$ cat src/rtl/kf8259_common_pkg.sv
// Shared KF8259 types and bit-vector helpers used by the resolver and the in-service control.
package kf8259_common_pkg;

    typedef enum logic [1:0] {
        IDLE = 2'd0,
        ACK1 = 2'd1,
        ACK2 = 2'd2
    } ack_state_t;

    localparam logic [2:0] LOWEST_PRIORITY_DEFAULT = 3'b111;

    function automatic logic [2:0] onehot_to_level(input logic [7:0] vec);
        logic [2:0] lvl;
        lvl = '0;
        for (int i = 0; i < 8; i++)
            if (vec[i]) lvl = lvl | 3'(i);
        return lvl;
    endfunction

    function automatic logic [7:0] level_to_onehot(input logic [2:0] lvl);
        return 8'b1 << lvl;
    endfunction

    function automatic logic [7:0] rotate_right(input logic [7:0] vec, input logic [2:0] rot);
        logic [15:0] dbl;
        dbl = {vec, vec} >> rot;
        return dbl[7:0];
    endfunction

    function automatic logic [7:0] rotate_left(input logic [7:0] vec, input logic [2:0] rot);
        logic [15:0] dbl;
        dbl = {vec, vec} << rot;
        return dbl[15:8];
    endfunction

    function automatic logic [7:0] resolve_lowest_bit(input logic [7:0] vec);
        return vec & (~vec + 8'd1);
    endfunction

    // Level (rot+1) is moved to bit 0 so the lowest set bit is the highest-priority one.
    function automatic logic [7:0] highest_in_service(input logic [7:0] isr, input logic [2:0] rot);
        logic [2:0] shift;
        shift = rot + 3'd1;
        return rotate_left(resolve_lowest_bit(rotate_right(isr, shift)), shift);
    endfunction

endpackage

$ cat src/rtl/kf8259_in_service_control.sv
// KF8259 in-service register, INTA sequencing, EOI handling and priority rotation.
// Optional poll command is built in with `define KF8259_POLL_COMMAND_EN.
module kf8259_in_service_control
    import kf8259_common_pkg::*;
(
    input  logic       clock,
    input  logic       reset_n,
    input  logic       initialize,
    input  logic       mode_8086,
    input  logic       auto_eoi,
    input  logic       rotate_in_auto_eoi,
    input  logic [7:0] interrupt,
    input  logic       interrupt_acknowledge,
    input  logic       eoi_strobe,
    input  logic       eoi_specific,
    input  logic [2:0] eoi_level,
    input  logic       rotate_on_eoi,
    input  logic       set_priority,
    input  logic [2:0] set_priority_level,
    input  logic       poll_strobe,
    output logic [7:0] in_service_register,
    output logic [7:0] highest_level_in_service,
    output logic [2:0] priority_rotate,
    output logic [7:0] clear_interrupt_request,
    output logic [2:0] acknowledged_level,
    output logic [1:0] ack_phase,
    output logic       end_of_acknowledge_sequence,
    output logic [7:0] poll_word
);

    ack_state_t state, state_next;
    logic       sync_reset;
    logic       mode_8086_q, spurious_q;
    logic       first_ack, final_ack, poll_take;
    logic       eoi_rotate, aeoi_active;
    logic [2:0] eoi_rotate_level;
    logic [7:0] ack_set, eoi_clear, aeoi_clear;

    assign sync_reset = !reset_n || initialize;
    assign highest_level_in_service = highest_in_service(in_service_register, priority_rotate);

    always_ff @(posedge clock) begin
        if (sync_reset) state <= IDLE;
        else            state <= state_next;
    end

    always_comb begin
        state_next = state;
        if (interrupt_acknowledge) begin
            case (state)
                IDLE:    state_next = ACK1;
                ACK1:    state_next = mode_8086_q ? IDLE : ACK2;
                ACK2:    state_next = IDLE;
                default: state_next = IDLE;
            endcase
        end
    end

    always_comb begin
        first_ack = interrupt_acknowledge && (state == IDLE);
        final_ack = interrupt_acknowledge &&
                    (((state == ACK1) && mode_8086_q) || (state == ACK2));
    end

`ifdef KF8259_POLL_COMMAND_EN
    assign poll_take = poll_strobe && (state == IDLE) && !interrupt_acknowledge;

    always_ff @(posedge clock) begin
        if (sync_reset)
            poll_word <= 8'h00;
        else if (poll_take)
            poll_word <= (interrupt == 8'h00) ? 8'h00 : {1'b1, 4'b0000, onehot_to_level(interrupt)};
    end
`else
    logic unused_poll;
    assign unused_poll = poll_strobe;
    assign poll_take   = 1'b0;
    assign poll_word   = 8'h00;
`endif

    always_comb begin
        ack_set          = (first_ack || poll_take) ? interrupt : 8'h00;
        eoi_clear        = 8'h00;
        eoi_rotate_level = eoi_specific ? eoi_level : onehot_to_level(highest_level_in_service);
        if (eoi_strobe)
            eoi_clear = eoi_specific ? level_to_onehot(eoi_level) : highest_level_in_service;
        // A non-specific EOI with nothing in service must not rotate.
        eoi_rotate  = eoi_strobe && rotate_on_eoi && (eoi_specific || (in_service_register != 8'h00));
        aeoi_active = final_ack && auto_eoi && !spurious_q;
        aeoi_clear  = aeoi_active ? level_to_onehot(acknowledged_level) : 8'h00;
    end

    always_ff @(posedge clock) begin
        if (sync_reset) begin
            in_service_register         <= 8'h00;
            priority_rotate             <= LOWEST_PRIORITY_DEFAULT;
            clear_interrupt_request     <= 8'h00;
            acknowledged_level          <= 3'd0;
            ack_phase                   <= 2'd0;
            end_of_acknowledge_sequence <= 1'b0;
            mode_8086_q                 <= 1'b0;
            spurious_q                  <= 1'b0;
        end else begin
            in_service_register         <= (in_service_register & ~eoi_clear & ~aeoi_clear) | ack_set;
            clear_interrupt_request     <= ack_set;
            end_of_acknowledge_sequence <= final_ack;

            if (set_priority)                           priority_rotate <= set_priority_level;
            else if (eoi_rotate)                        priority_rotate <= eoi_rotate_level;
            else if (aeoi_active && rotate_in_auto_eoi) priority_rotate <= acknowledged_level;

            if (first_ack) begin
                mode_8086_q        <= mode_8086;
                spurious_q         <= (interrupt == 8'h00);
                acknowledged_level <= (interrupt == 8'h00) ? 3'd7 : onehot_to_level(interrupt);
            end

            if (first_ack)                                         ack_phase <= 2'd1;
            else if (interrupt_acknowledge && (state == ACK1))     ack_phase <= 2'd2;
            else if (interrupt_acknowledge && (state == ACK2))     ack_phase <= 2'd3;
            else if (end_of_acknowledge_sequence)                  ack_phase <= 2'd0;
        end
    end

endmodule

$ cat config.mk
export PLATFORM = sky130hd
export DESIGN_NAME = kf8259_in_service_control
export DESIGN_NICKNAME = d
export VERILOG_FILES = /design/src/rtl/kf8259_common_pkg.sv /design/src/rtl/kf8259_in_service_control.sv
export SDC_FILE = /design/constraint.sdc
export NUM_CORES = 1
export LEC_CHECK = 0
export ABC_AREA = 1
export CORE_MARGIN = 1
export CORE_UTILIZATION = 50
export DETAILED_ROUTE_END_ITERATION = 8
export PLACE_DENSITY_LB_ADDON = 0.2
export SETUP_SLACK_MARGIN = 0.05
export SLEW_MARGIN = 20
export SYNTH_ARGS = -nofsm -noshare
export SYNTH_HDL_FRONTEND = slang
export SYNTH_SLANG_ARGS = --single-unit
$ cat constraint.sdc
create_clock -name clock -period 7.2 [get_ports clock]
set_clock_uncertainty 0.2 [all_clocks]
set_input_delay 1.44 -clock clock [delete_from_list [all_inputs] [get_ports clock]]
set_output_delay 1.44 -clock clock [all_outputs]
set_load 0.02 [all_outputs]
==> results.md <==
- H-tree levels: 2
- TritonCTS buffer count: 5
- Drt drc: 0
- Post-synthesis cell count: 383
- Hold Crit Start: ack_phase[0]
- IO buf count: 57
- Status: complete, no violations
- Die area: 5110 µm²
- Synthesis-stage register bit count: 29
- Global-route wire length before repair: 10500 µm
- FF-to-FF End: priority_rotate[1]
- YS warnings: 0
- Root Driver: clkbuf_8
- Area of the multi-input gates: 1480 µm²
- Detailed-route via count: 2657
- Clock Path Buffers: 2
- Fmax: 181 MHz
- DIE WIDTH: 71.5 µm
- Drt first pass iters: 5
- Tcrit/Tclk final: 76.9%
- Wirelength per Cell: 13.2 µm
- WP data arrival: 3.90 ns
- Crit path launch type: register
- Pin count of the biggest net entering global routing: 24
- CTS tree: built
- Sequential element share of the synthesized area: 24.0%
- RePlAce Congestion: 0.898
- Crit Path Category: reg -> out
- Via density: 5.46
- Post-CTS Setup Repair Bufs: 0
- Vias in the first global route: 2314
- Pleak: 1.40 nW
- Antenna violation net count after detailed routing: 0
- Crit path time final: 5.54 ns
- Post-cts resize count: 0
- ANT cells: 0
- Row Count: 24
- RSZ-0062 raised after global routing: no
- Synthesized area: 2420 µm²
- Layout cells sized above 1: 10.1%
- Fin nets: 461
- Crit. End Element: output pin
- Worst Tran Pin Value: 0.768 ns
- Crit-path max FO: 19
- Syn Area/Cell: 6.31 µm²
- R2R Setup Slk: 3.54 ns
- Layout area overhead: 24.9%
- Slowest-stage cell, CP: dfxtp_1
- Die Span Y: 71.5 µm
- Max VDD drop: 0.173 mV
- Final Hold Vio Count: 0
- Core footprint: 4500 µm²
- Min-Delay Path Class: reg -> reg
- Register area: 581 µm²
- WL met2: 3040 µm
- Total congestion overflow: 0
- CTS Hold Bufs: 0
- P per Cell Area: 205 nW/µm²
- Hold path endpoint: ack_phase[0]
- WL met1: 2940 µm
- Worst r2r path cells: 18
- Max-cap violations: 0
- Post-Route Utilization: 67.0%
- Reg-to-reg startpoint: priority_rotate[0]
- CTS sink cnt: 29
- Setup violations, final: 0
- Hold Crit Depth: 2
- Setup TNS: 0 ns
- Initial antenna violation count: 0
- Yosys cell types: 43
- Most used cell, CP: nand2_1
- Initial drt markers: 202
- Tot GR Track Use: 25.5%
- Reg clk slew, reported paths: 0.07 ns
- I/O Pins: 67
- Max incr delay on CP: 0.82 ns
- Dpl hpwl: 4900 µm
- Worst-Skew Late Latency: 0.28 ns
- Routed WL: 6430 µm
- Initial core utilization: 53.6%
- # fillers: 411
- Worst slew margin: 48.7%
- Met3 wire length: 368 µm
- Data required time of the worst path: 5.56 ns
- Crit-path cells: ha_1 -> inv_8 -> nand3_1 -> nand2_1 -> nand2_1 -> nand2_4 -> nand3_1 -> nor2_1 -> nand3_1 -> nand2_1 -> nand2_1 -> nand2_1 -> nand2_1 -> o21ai_2 -> clkdlybuf4s50_1
- Max-slew violation count: 0
- Highest routing layer actually used: met4
-- worst max-delay path, delay by kind of cell, from the launching register on --
kind            cells  cell delay [ns]
simple gates       11             1.21
compound gates      1             0.10
flops               1             0.82
fa+ha+maj           1             0.61
buf+inv             2             0.86
-- routing by layer --
layer  track usage [%]  up-vias
li1                  -     1340
met1              35.0     1210
met2              42.3       98
met3              3.66        9
met4              6.54        0
met5                 0        -
-- synthesized netlist by cell type (all sizes together) --
master	n	share of area [%]
o211a	1	0.41
ha	1	0.52
o211ai	1	0.31
conb	1	0.16
nand3	65	14
clkbuf	3	0.88
nand2	124	22
o22ai	4	1.0
nor3	4	0.83
a41oi	2	0.73
a2bb2oi	1	0.36
xnor2	1	1.1
buf	17	6.6
and2	1	0.36
inv	48	8.2
a221oi	1	0.36
o31ai	1	0.31
a21oi	11	2.3
nor2	30	5.5
o21ai	16	3.5
nor3b	1	0.52
o21bai	4	1.2
nand4	10	2.6
a21boi	1	0.31
a22oi	1	0.31
o221ai	1	0.36
or2	1	0.26
dfxtp	29	24
nor4	2	0.52
-- kinds of logic (layout without fill, tap and decap cells) --
| group | Yosys count | after routing | synth area share [%] |
|---|---|---|---|
| AO/OA/AOI/OAI | 45 | 45 | 11.5 |
| XOR/XNOR | 1 | 1 | 1.14 |
| adder cells (fa/ha/maj) | 1 | 1 | 0.518 |
| buffers and inverters | 68 | 113 | 15.7 |
| flip-flops | 29 | 29 | 24.0 |
| other | 1 | 8 | 0.155 |
| AND/OR/NAND/NOR | 238 | 238 | 47.0 |
-- how the worst max path moves through the flow --
stage	from	end	slack (ns)	cells after the start
finish	priority_rotate[0]	highest_level_in_service[1]	1.66	15
global route	priority_rotate[0]	highest_level_in_service[1]	1.37	14
CTS	priority_rotate[0]	highest_level_in_service[1]	1.72	14
detailed placement	priority_rotate[0]	highest_level_in_service[1]	2.03	14
global placement	priority_rotate[0]	highest_level_in_service[1]	2.10	14
floorplan	priority_rotate[0]	highest_level_in_service[1]	3.47	14
-- sequential cells by signal (all words and copies together) (netlist names) --
signal,flops
state,2
acknowledged_level,3
end_of_acknowledge_sequence,1
in_service_register,8
priority_rotate,3
ack_phase,2
mode_8086_q,1
clear_interrupt_request,8
spurious_q,1
-- stage by stage --
stage | setup slack (ns) | cells | cell area, µm² | hold WS [ns] | total power [W]
2_1_floorplan | 3.47 | 390 | 2440 | 0.268 | 0.000373
3_3_place_gp | 2.10 | 479 | 2900 | 0.269 | 0.000434
3_5_place_dp | 2.03 | 479 | 2900 | 0.279 | 0.000439
4_1_cts | 1.72 | 487 | 3020 | 0.290 | 0.000618
5_1_grt | 1.37 | 487 | 3020 | 0.318 | 0.000653
6_report | 1.66 | 487 | 3020 | 0.288 | 0.000619
-- where the power goes --
group / internal, W / switching (W)
Sequential: 0.000166 / 0.00000900
Clock: 0.000112 / 0.0000680
Combinational: 0.000100 / 0.000163
Total: 0.000379 / 0.000240
-- cell type report --
type | count | share of cell area, %
Sequential cell | 29 | 19.2
Multi-Input combinational cell | 293 | 49.1
Inverter | 48 | 6.55
Tap cell | 52 | 2.16
Clock inverter | 2 | 1.24
Timing Repair Buffer | 57 | 18.9
Clock buffer | 6 | 2.74
-- placed cells by master (no fill, tap or decap), types with 4 or more instances in the layout --
master and count:
a21oi_1 11, clkbuf_8 6, clkdlybuf4s50_1 57, conb_1 8
dfxtp_1 29, inv_1 43, nand2_1 105, nand2_2 15
nand2_4 4, nand3_1 61, nand3_2 4, nand4_1 10
nor2_1 27, nor3_1 4, o21ai_0 11, o21ai_1 4
o21bai_1 4, o22ai_1 4
Note: power is estimated with default switching activity, not from simulation.
